### config.mk
export PLATFORM = sky130hd
export DESIGN_NAME = dds_ctrl
export DESIGN_NICKNAME = d
export VERILOG_FILES = /design/src/rtl/dds_ctrl.sv
export SDC_FILE = /design/constraint.sdc
export NUM_CORES = 1
export LEC_CHECK = 0
export BUFFER_PORTS_ARGS = -buffer_cell sky130_fd_sc_hd__buf_2
export CORE_AREA = 4 4 86 120
export CTS_CLUSTER_SIZE = 14
export DETAILED_ROUTE_END_ITERATION = 6
export DIE_AREA = 0 0 90 124
export PLACE_DENSITY = 0.59
export SKIP_LAST_GASP = 1
export SLEW_MARGIN = 20
export SYNTH_ARGS = -nofsm -noshare
export SYNTH_HDL_FRONTEND = slang
export SYNTH_SLANG_ARGS = --single-unit
export TNS_END_PERCENT = 5
### constraint.sdc
create_clock -name clk -period 5.6 [get_ports clk]
set_input_delay 1.68 -clock clk [delete_from_list [all_inputs] [get_ports clk]]
set_output_delay 1.68 -clock clk [all_outputs]
set_load 0.01 [all_outputs]
### src/rtl/dds_ctrl.sv
//==============================================================================
// Module  : dds_ctrl
// Brief   : Byte-command controller that loads the 512-entry waveform table,
//           sets the DA clock divider and address step, and plays the table
//           out to an 8-bit DA as inverted samples.
// Revision: 1.0 - initial release
//==============================================================================
`timescale 1ns/1ps
`default_nettype none

module dds_ctrl #(
  parameter int unsigned DIV_RST  = 24,
  parameter int unsigned STEP_RST = 1
) (
  input  logic       clk,
  input  logic       rst,
  input  logic       cmd_valid,
  input  logic [7:0] cmd_data,
  output logic       cmd_ready,
  output logic       ram_we,
  output logic [8:0] ram_waddr,
  output logic [7:0] ram_wdata,
  output logic [8:0] ram_raddr,
  input  logic [7:0] ram_rdata,
  output logic [7:0] da_data,
  output logic       da_clk,
  output logic       running,
  output logic       wrap,
  output logic       cmd_err
);

  localparam logic [1:0] S_CMD  = 2'd0;
  localparam logic [1:0] S_LOAD = 2'd1;
  localparam logic [1:0] S_DIV  = 2'd2;
  localparam logic [1:0] S_STEP = 2'd3;

  localparam logic [7:0] OP_LOAD  = 8'h01;
  localparam logic [7:0] OP_DIV   = 8'h02;
  localparam logic [7:0] OP_START = 8'h03;
  localparam logic [7:0] OP_STOP  = 8'h04;
  localparam logic [7:0] OP_STEP  = 8'h05;

  localparam logic [7:0] C_DIV_RST  = 8'(DIV_RST);
  localparam logic [7:0] C_STEP_RST = 8'(STEP_RST);

  logic [1:0] state_q, state_d;
  logic [8:0] wcnt_q, wcnt_d;
  logic       ready_q, ready_d;
  logic       we_q, we_d;
  logic [8:0] waddr_q, waddr_d;
  logic [7:0] wdata_q, wdata_d;
  logic [8:0] raddr_q, raddr_d;
  logic [7:0] da_data_q, da_data_d;
  logic       da_clk_q, da_clk_d;
  logic       running_q, running_d;
  logic       wrap_q, wrap_d;
  logic       err_q, err_d;
  logic [7:0] div_q, div_d;
  logic [7:0] step_q, step_d;
  logic [7:0] dcnt_q, dcnt_d;

  logic       accept;
  logic [9:0] addr_sum;

  assign accept   = cmd_valid & ready_q;
  assign addr_sum = {1'b0, raddr_q} + {2'b00, step_q};

  always_comb begin
    state_d   = state_q;
    wcnt_d    = wcnt_q;
    ready_d   = 1'b1;
    we_d      = 1'b0;
    waddr_d   = waddr_q;
    wdata_d   = wdata_q;
    raddr_d   = raddr_q;
    da_data_d = da_data_q;
    da_clk_d  = da_clk_q;
    running_d = running_q;
    wrap_d    = 1'b0;
    err_d     = 1'b0;
    div_d     = div_q;
    step_d    = step_q;
    dcnt_d    = dcnt_q;

    if (running_q) begin
      if (dcnt_q >= div_q) begin
        dcnt_d   = 8'd0;
        da_clk_d = ~da_clk_q;
        // Falling edge: latch the sample addressed last period, then advance.
        if (da_clk_q) begin
          da_data_d = 8'hFF - ram_rdata;
          raddr_d   = addr_sum[8:0];
          wrap_d    = addr_sum[9];
        end
      end else begin
        dcnt_d = dcnt_q + 8'd1;
      end
    end

    if (accept) begin
      case (state_q)
        S_CMD: begin
          case (cmd_data)
            OP_LOAD, OP_STOP: begin
              running_d = 1'b0;
              da_clk_d  = 1'b0;
              dcnt_d    = 8'd0;
              da_data_d = da_data_q;
              raddr_d   = raddr_q;
              wrap_d    = 1'b0;
              if (cmd_data == OP_LOAD) begin
                state_d = S_LOAD;
                wcnt_d  = 9'd0;
              end
            end
            OP_START: begin
              running_d = 1'b1;
              da_clk_d  = 1'b0;
              dcnt_d    = 8'd0;
              raddr_d   = 9'd0;
              da_data_d = da_data_q;
              wrap_d    = 1'b0;
            end
            OP_DIV:  state_d = S_DIV;
            OP_STEP: state_d = S_STEP;
            default: err_d = 1'b1;
          endcase
        end
        S_LOAD: begin
          we_d    = 1'b1;
          waddr_d = wcnt_q;
          wdata_d = cmd_data;
          wcnt_d  = wcnt_q + 9'd1;
          if (wcnt_q == 9'd511) begin
            state_d = S_CMD;
          end
        end
        S_DIV: begin
          div_d   = cmd_data;
          state_d = S_CMD;
        end
        default: begin
          step_d  = cmd_data;
          state_d = S_CMD;
        end
      endcase
    end
  end

  always_ff @(posedge clk or negedge rst) begin
    if (!rst) begin
      state_q   <= S_CMD;
      wcnt_q    <= 9'd0;
      ready_q   <= 1'b0;
      we_q      <= 1'b0;
      waddr_q   <= 9'd0;
      wdata_q   <= 8'd0;
      raddr_q   <= 9'd0;
      da_data_q <= 8'h00;
      da_clk_q  <= 1'b0;
      running_q <= 1'b0;
      wrap_q    <= 1'b0;
      err_q     <= 1'b0;
      div_q     <= C_DIV_RST;
      step_q    <= C_STEP_RST;
      dcnt_q    <= 8'd0;
    end else begin
      state_q   <= state_d;
      wcnt_q    <= wcnt_d;
      ready_q   <= ready_d;
      we_q      <= we_d;
      waddr_q   <= waddr_d;
      wdata_q   <= wdata_d;
      raddr_q   <= raddr_d;
      da_data_q <= da_data_d;
      da_clk_q  <= da_clk_d;
      running_q <= running_d;
      wrap_q    <= wrap_d;
      err_q     <= err_d;
      div_q     <= div_d;
      step_q    <= step_d;
      dcnt_q    <= dcnt_d;
    end
  end

  assign cmd_ready = ready_q;
  assign ram_we    = we_q;
  assign ram_waddr = waddr_q;
  assign ram_wdata = wdata_q;
  assign ram_raddr = raddr_q;
  assign da_data   = da_data_q;
  assign da_clk    = da_clk_q;
  assign running   = running_q;
  assign wrap      = wrap_q;
  assign cmd_err   = err_q;

endmodule

`default_nettype wire

## Word-level counts from Yosys, hierarchy flattened

Cells that the tools add are included.

| word-level totals | value |
|---|---|
| bits in registers | 75 |
| output and inout port bits | 40 |

| operators by class | value |
|---|---|
| equality and inequality tests | 15 |
| add/subtract/negate cells | 4 |
| multiplexer cells | 41 |
| bitwise gates (word level) | 3 |
| order comparisons | 1 |
| reductions and logical operators | 13 |

Operators with widths:

| cell | count |
|---|---|
| 2-to-1 mux 8 bit | 11 |
| 2-to-1 mux 9 bit | 7 |
| one-hot mux 9 bit (2 select lines) | 2 |
| equality test 8 x 2 -> 1 bit, second input constant | 2 |
| equality test 8 x 3 -> 1 bit, second input constant | 2 |
| 2-to-1 mux 1 bit | 16 |
| adder 9 x 8 -> 10 bit | 1 |
| adder 9 x 1 -> 9 bit, second input constant | 1 |
| equality test 9 bit, second input constant | 1 |
| inequality test 3 bit, second input constant | 3 |
| adder 8 x 1 -> 8 bit, second input constant | 1 |
| equality test 8 x 1 -> 1 bit, second input constant | 1 |
| >= comparator 8 bit | 1 |
| AND reduction 4 bit | 2 |
| subtractor 8 bit, first input constant | 1 |
| one-hot mux 2 bit (3 select lines) | 1 |
| AND reduction 2 bit | 3 |
| OR reduction 3 bit | 2 |
| OR reduction 5 bit | 1 |
| 2-to-1 mux 2 bit | 2 |
| inequality test 2 bit, second input constant | 2 |
| inequality test 4 x 1 -> 1 bit, second input constant | 1 |
| one-hot mux 2 bit (2 select lines) | 1 |
| nonzero test 2 bit | 2 |
| other kinds (9) | 10 |

## Logic depth before layout (Yosys ltp)

| logic depth | value |
|---|---|
| depth after elaboration | 7 |
| mapped depth | 9 |
| depth with buffers taken out | 8 |

## Least setup slack after synthesis

Ideal clock, no wire load.

| timing path | value |
|---|---|
| path kind | input -> register |
| start | in cmd_data[0] |
| end | reg raddr_q[8], in the netlist ram_raddr[8] |
| buffers on the path | 1 |
| stages | 5 |
| setup time | 0.125 ns |
| arrival time | 2.874 ns |
| data required time | 5.475 ns |
| setup slack | 2.601 ns |
| cell sequence | clkbuf_1 -> or2b_1 -> a211o_1 -> nand3_2 -> mux2_4 |

| between the ends | value |
|---|---|
| longest elaborated chain between the ends | 5 |
| elaborated cells between the ends (all ways) | 8 |
| classes of those cells | eq/ne: 4; mux: 3; reduce/logical: 1 |

RTL lines:

| item | RTL line | RTL |
|---|---|---|
| start: declaration | 18 | `input logic [7:0] cmd_data,` |
| equality test 8 x 1 -> 1 bit or equality test 8 x 3 -> 1 bit (tied branches) | 103 | `case (cmd_data)` |
| OR reduction 2 bit | 103 |  |
| one-hot mux 9 bit (2 select lines) | 103 |  |
| 2-to-1 mux 9 bit | 101 | `case (state_q)` |
| 2-to-1 mux 9 bit | 100 | `if (accept) begin` |
| end signal: assignment | 174 | `raddr_q <= raddr_d;` |
| end: declaration | 52 | `logic [8:0] raddr_q, raddr_d;` |

Several ways; a longest one is shown, not always the timed one.
A chain may end at the register's enable or synchronous reset.

## Final worst setup path

| timing path | value |
|---|---|
| start | in cmd_data[3] |
| end | reg wcnt_q[5] |

| between the ends | value |
|---|---|
| longest elaborated chain between the ends | 4 |
| elaborated cells between the ends (all ways) | 6 |
| classes of those cells | eq/ne: 4; reduce/logical: 2 |

RTL lines:

| item | RTL line | RTL |
|---|---|---|
| equality test 8 x 1 -> 1 bit or equality test 8 x 3 -> 1 bit (tied branches) | 103, 111 |  |
| OR reduction 2 bit | 103 |  |
| inequality test 2 x 1 -> 1 bit (no source line) | n/a |  |
| AND reduction 4 bit (no source line) (*) | n/a |  |
| end signal: assignment | 169 | `wcnt_q <= wcnt_d;` |
| end: declaration | 47 | `logic [8:0] wcnt_q, wcnt_d;` |

Mark *: on every way between the ends. The rest lies on a longest branch, timed or not.

==> metrics <==
Clock Latency Late Sink=0.33 ns; area share of the leading cell type in the synthesized netlist=49.0%; Mapped Nets=401; type of the setup path with the least slack=in -> reg; kind of start point of the critical path=input pin; maximum vdd drop=0.181 mV; Post-Syn Area per Cell=10.2 um^2; DR DRC count=0; arrival time at the worst endpoint=3.21 ns; library cell occupying the most area in the post-synthesis netlist=sky130_fd_sc_hd__dfrtp_1; clock tree skew after final layout=0.00766 ns; number of instances in the placed design=518; unique cell type count in the Yosys netlist=54; logic depth of the worst register-to-register path=6; overall power consumption=1.37 mW; launch point of the worst hold path=ram_waddr[2]; weighted congestion at the end of routability-driven global placement=0.753; hpwl dp=5.57 mm; XOR/XNOR Fraction of Synth Area=3.10%; origin of the critical flop-to-flop path=state_q[0]; number of buffers added for setup after CTS=0; minimum hold slack=0.468 ns; final setup fails=0; Placement Rows=42; I/O Pins=59; DRC marker count from the first detailed-route iteration=107; post-synthesis instance total=362; arithmetic-cell share of the synthesized area counting full adders, half adders and majority gates=7.01%; post-synthesis cell area=3680 um^2; Slowest-stage cell, CP=sky130_fd_sc_hd__o21a_1; met3 WL post-DR=252 um; CTS tree=done; # hold bufs at CTS=0; Critical Path RT=5.81 ns; iteration count of the initial detailed-routing pass=4; # nets final=458; sum of negative setup slack=0 ns; antenna violations before repair=0; final max-slew violation count=0; utilization after layout=46.3%; IO buf count=58; Endpoint, Worst Hold=ram_waddr[2]; fraction of synthesis flops using an asynchronous set or reset pin=100%; count of yosys warnings during synthesis=0; Max Freq=333 MHz; main area contributors after synthesis=sky130_fd_sc_hd__dfrtp_1 49%, sky130_fd_sc_hd__nand2_1 7.4%, sky130_fd_sc_hd__ha_1 6.5%, sky130_fd_sc_hd__mux2_2 4.3%, sky130_fd_sc_hd__o21ai_0 3.1%; clock sink count=75; highest metal layer used by the detailed router=met4; height of the chip=124 um; most common library cell in the layout ignoring fill and taps=sky130_fd_sc_hd__nand2_1; Pwr Density=317 nW/um^2; Inserted Clock Buffers=9; highest-count cells in the layout ignoring fill and taps=73 x sky130_fd_sc_hd__nand2_1, 72 x sky130_fd_sc_hd__dfrtp_1, 57 x sky130_fd_sc_hd__buf_2, 30 x sky130_fd_sc_hd__nor2_1, 23 x sky130_fd_sc_hd__o21ai_0; class of the most critical hold timing path=reg -> reg; final non-filler cell total=533; Clock H-tree levels=3; overall fraction of global-route tracks in use=14.8%; reg-to-reg endpoint=wcnt_q[4]; clock transition time at the flip-flop clock pins of the worst setup and hold paths=0.06 ns; leakage=2.21 nW; Rel. slew slack=36.3%; cell family with the largest share of critical-path delay=compound AO/OA/AOI/OAI gates; cell occurring most often along the worst timing path=sky130_fd_sc_hd__nor3_1; area share of and/or/nand/nor cells after synthesis=17.1%; post-route antenna net violation count=0; delay of the slowest cell on the worst path=0.36 ns; global-route wire length before repair=13.3 mm; cells along the critical path=buf_2, nor3_1, nand2_1, nor3_1, o21a_1, o21ai_0, a22o_1; clock tree root driver cell=sky130_fd_sc_hd__clkbuf_16; area occupied by multi-input gates=1650 um^2; total wirelength of the detailed-routed design=7.75 mm; sequential standard cell area=1880 um^2; Seq cells post-synth=75; largest family of logic cells by synthesized area=simple AND/OR/NAND/NOR gates; max cap viols=0; ANT cells=0; Critical Path Fanout Max=11; number of buffers on the longest clock path=2; DR WL/cell=14.5 um; Core Footprint=9300 um^2; Post-synth EDFFs=0; starting density of the core=39.5%; Seq/Total Area, Yosys=51.1%; Syn-to-layout area delta=17.1%; average vias per placed instance=5.10; vias in the first global route=2722; period utilisation layout=53.6%; post-route met1 wirelength=3.37 mm; transition time at the pin with the least slew margin=0.956 ns; count of final hold-check violations=0; pin count of the biggest net entering global routing=76; final critical delay including setup and external delays=3.00 ns; share of the synthesized area in compound gates (AO/OA/AOI/OAI)=12.5%; WP buf/inv=1; DIE WIDTH=90 um; number of cells on the worst hold path=2; DIE AREA=11200 um^2; Gates resized, CTS repair=0; nature of the critical path endpoint=flip-flop; total of fill cells in the finished design=905; internal reg-to-reg setup slack=3.37 ns; Via Count=2718; ratio of cells with drive above 1 in the final layout=24.1%; mux cell area share after synthesis=4.97%; setup repair after global routing missed its margin=no; total global routing overflow=0; run status=finished, final reports clean; routed wire length on met2=3.97 mm; Most used DFF post-synth=sky130_fd_sc_hd__dfrtp_1
## through the flow
stage / setup slack, ns / instance area [um^2]
after CTS: 2.60 / 4310
after floorplan: 2.60 / 3680
final: 2.60 / 4310
after detailed placement: 2.25 / 4040
after global routing: 2.46 / 4310
after global placement: 2.30 / 4040
## per-layer routing
| layer | global-route usage [%] | up-vias |
|---|---|---|
| met5 | 0 | - |
| met4 | 7.09 | 0 |
| met3 | 2.60 | 11 |
| met2 | 25.9 | 47 |
| met1 | 17.8 | 1306 |
| li1 | - | 1354 |
## Yosys cell counts (all sizes together) (6+ instances only)
library cell,count
mux2,15
nand2,73
o2bb2ai,6
inv,18
ha,19
dfrtp,72
nand3,12
a21oi,12
a31oi,6
o21ai,24
nor3,6
xor2,7
clkbuf,6
buf,7
nor2,30
xnor2,6
## state kept, by name, summed over array words and instances (netlist names), 2 cells and up
| signal | cells |
|---|---|
| wcnt_q | 9 |
| ram_waddr | 9 |
| state_q | 2 |
| ram_raddr | 9 |
| ram_wdata | 8 |
| div_q | 8 |
| step_q | 8 |
| dcnt_q | 8 |
| da_data | 8 |
## logic make-up after synthesis
group	Yosys count
and+or+nand+nor	138
DFF	75
AOI/OAI and AO/OA	67
buffers and inverters	32
adders and majority gates	20
muxes	16
xor gates and xnor gates	13
other	1
## tightest hold or removal path, delay by kind of cell, from the launching register on
| kind | cells | cell delay, ns |
|---|---|---|
| flops | 1 | 0.33 |
| simple gates | 2 | 0.10 |
## power breakdown
| group | internal, mW | leakage, nW | switching [mW] | total, mW |
|---|---|---|---|---|
| clock network | 0.319 | 0.138 | 0.208 | 0.527 |
| logic | 0.0791 | 1.08 | 0.104 | 0.184 |
| registers | 0.602 | 0.987 | 0.0540 | 0.656 |
| total | 1.00 | 2.21 | 0.367 | 1.37 |
## cell type report
| class | instances | area share [%] |
|---|---|---|
| clock buffers | 12 | 5.95 |
| flip-flops and latches | 75 | 43.6 |
| repair buffers | 59 | 6.97 |
| well taps | 110 | 3.19 |
| multi-input cells | 255 | 38.2 |
| clock inverters | 3 | 0.348 |
| inverters | 19 | 1.66 |
## worst max path at each step
stage                 from            to  slack (ns)  cells past startpoint
3_5_place_dp   cmd_data[3]     wcnt_q[5]        2.25                      7
4_1_cts        cmd_data[3]     wcnt_q[5]        2.60                      7
2_1_floorplan  cmd_data[0]  ram_raddr[8]        2.60                      5
3_3_place_gp   cmd_data[3]     wcnt_q[5]        2.30                      7
6_report       cmd_data[3]     wcnt_q[5]        2.60                      7
5_1_grt        cmd_data[3]     wcnt_q[5]        2.46                      7
(Power assumes the default switching activity.)
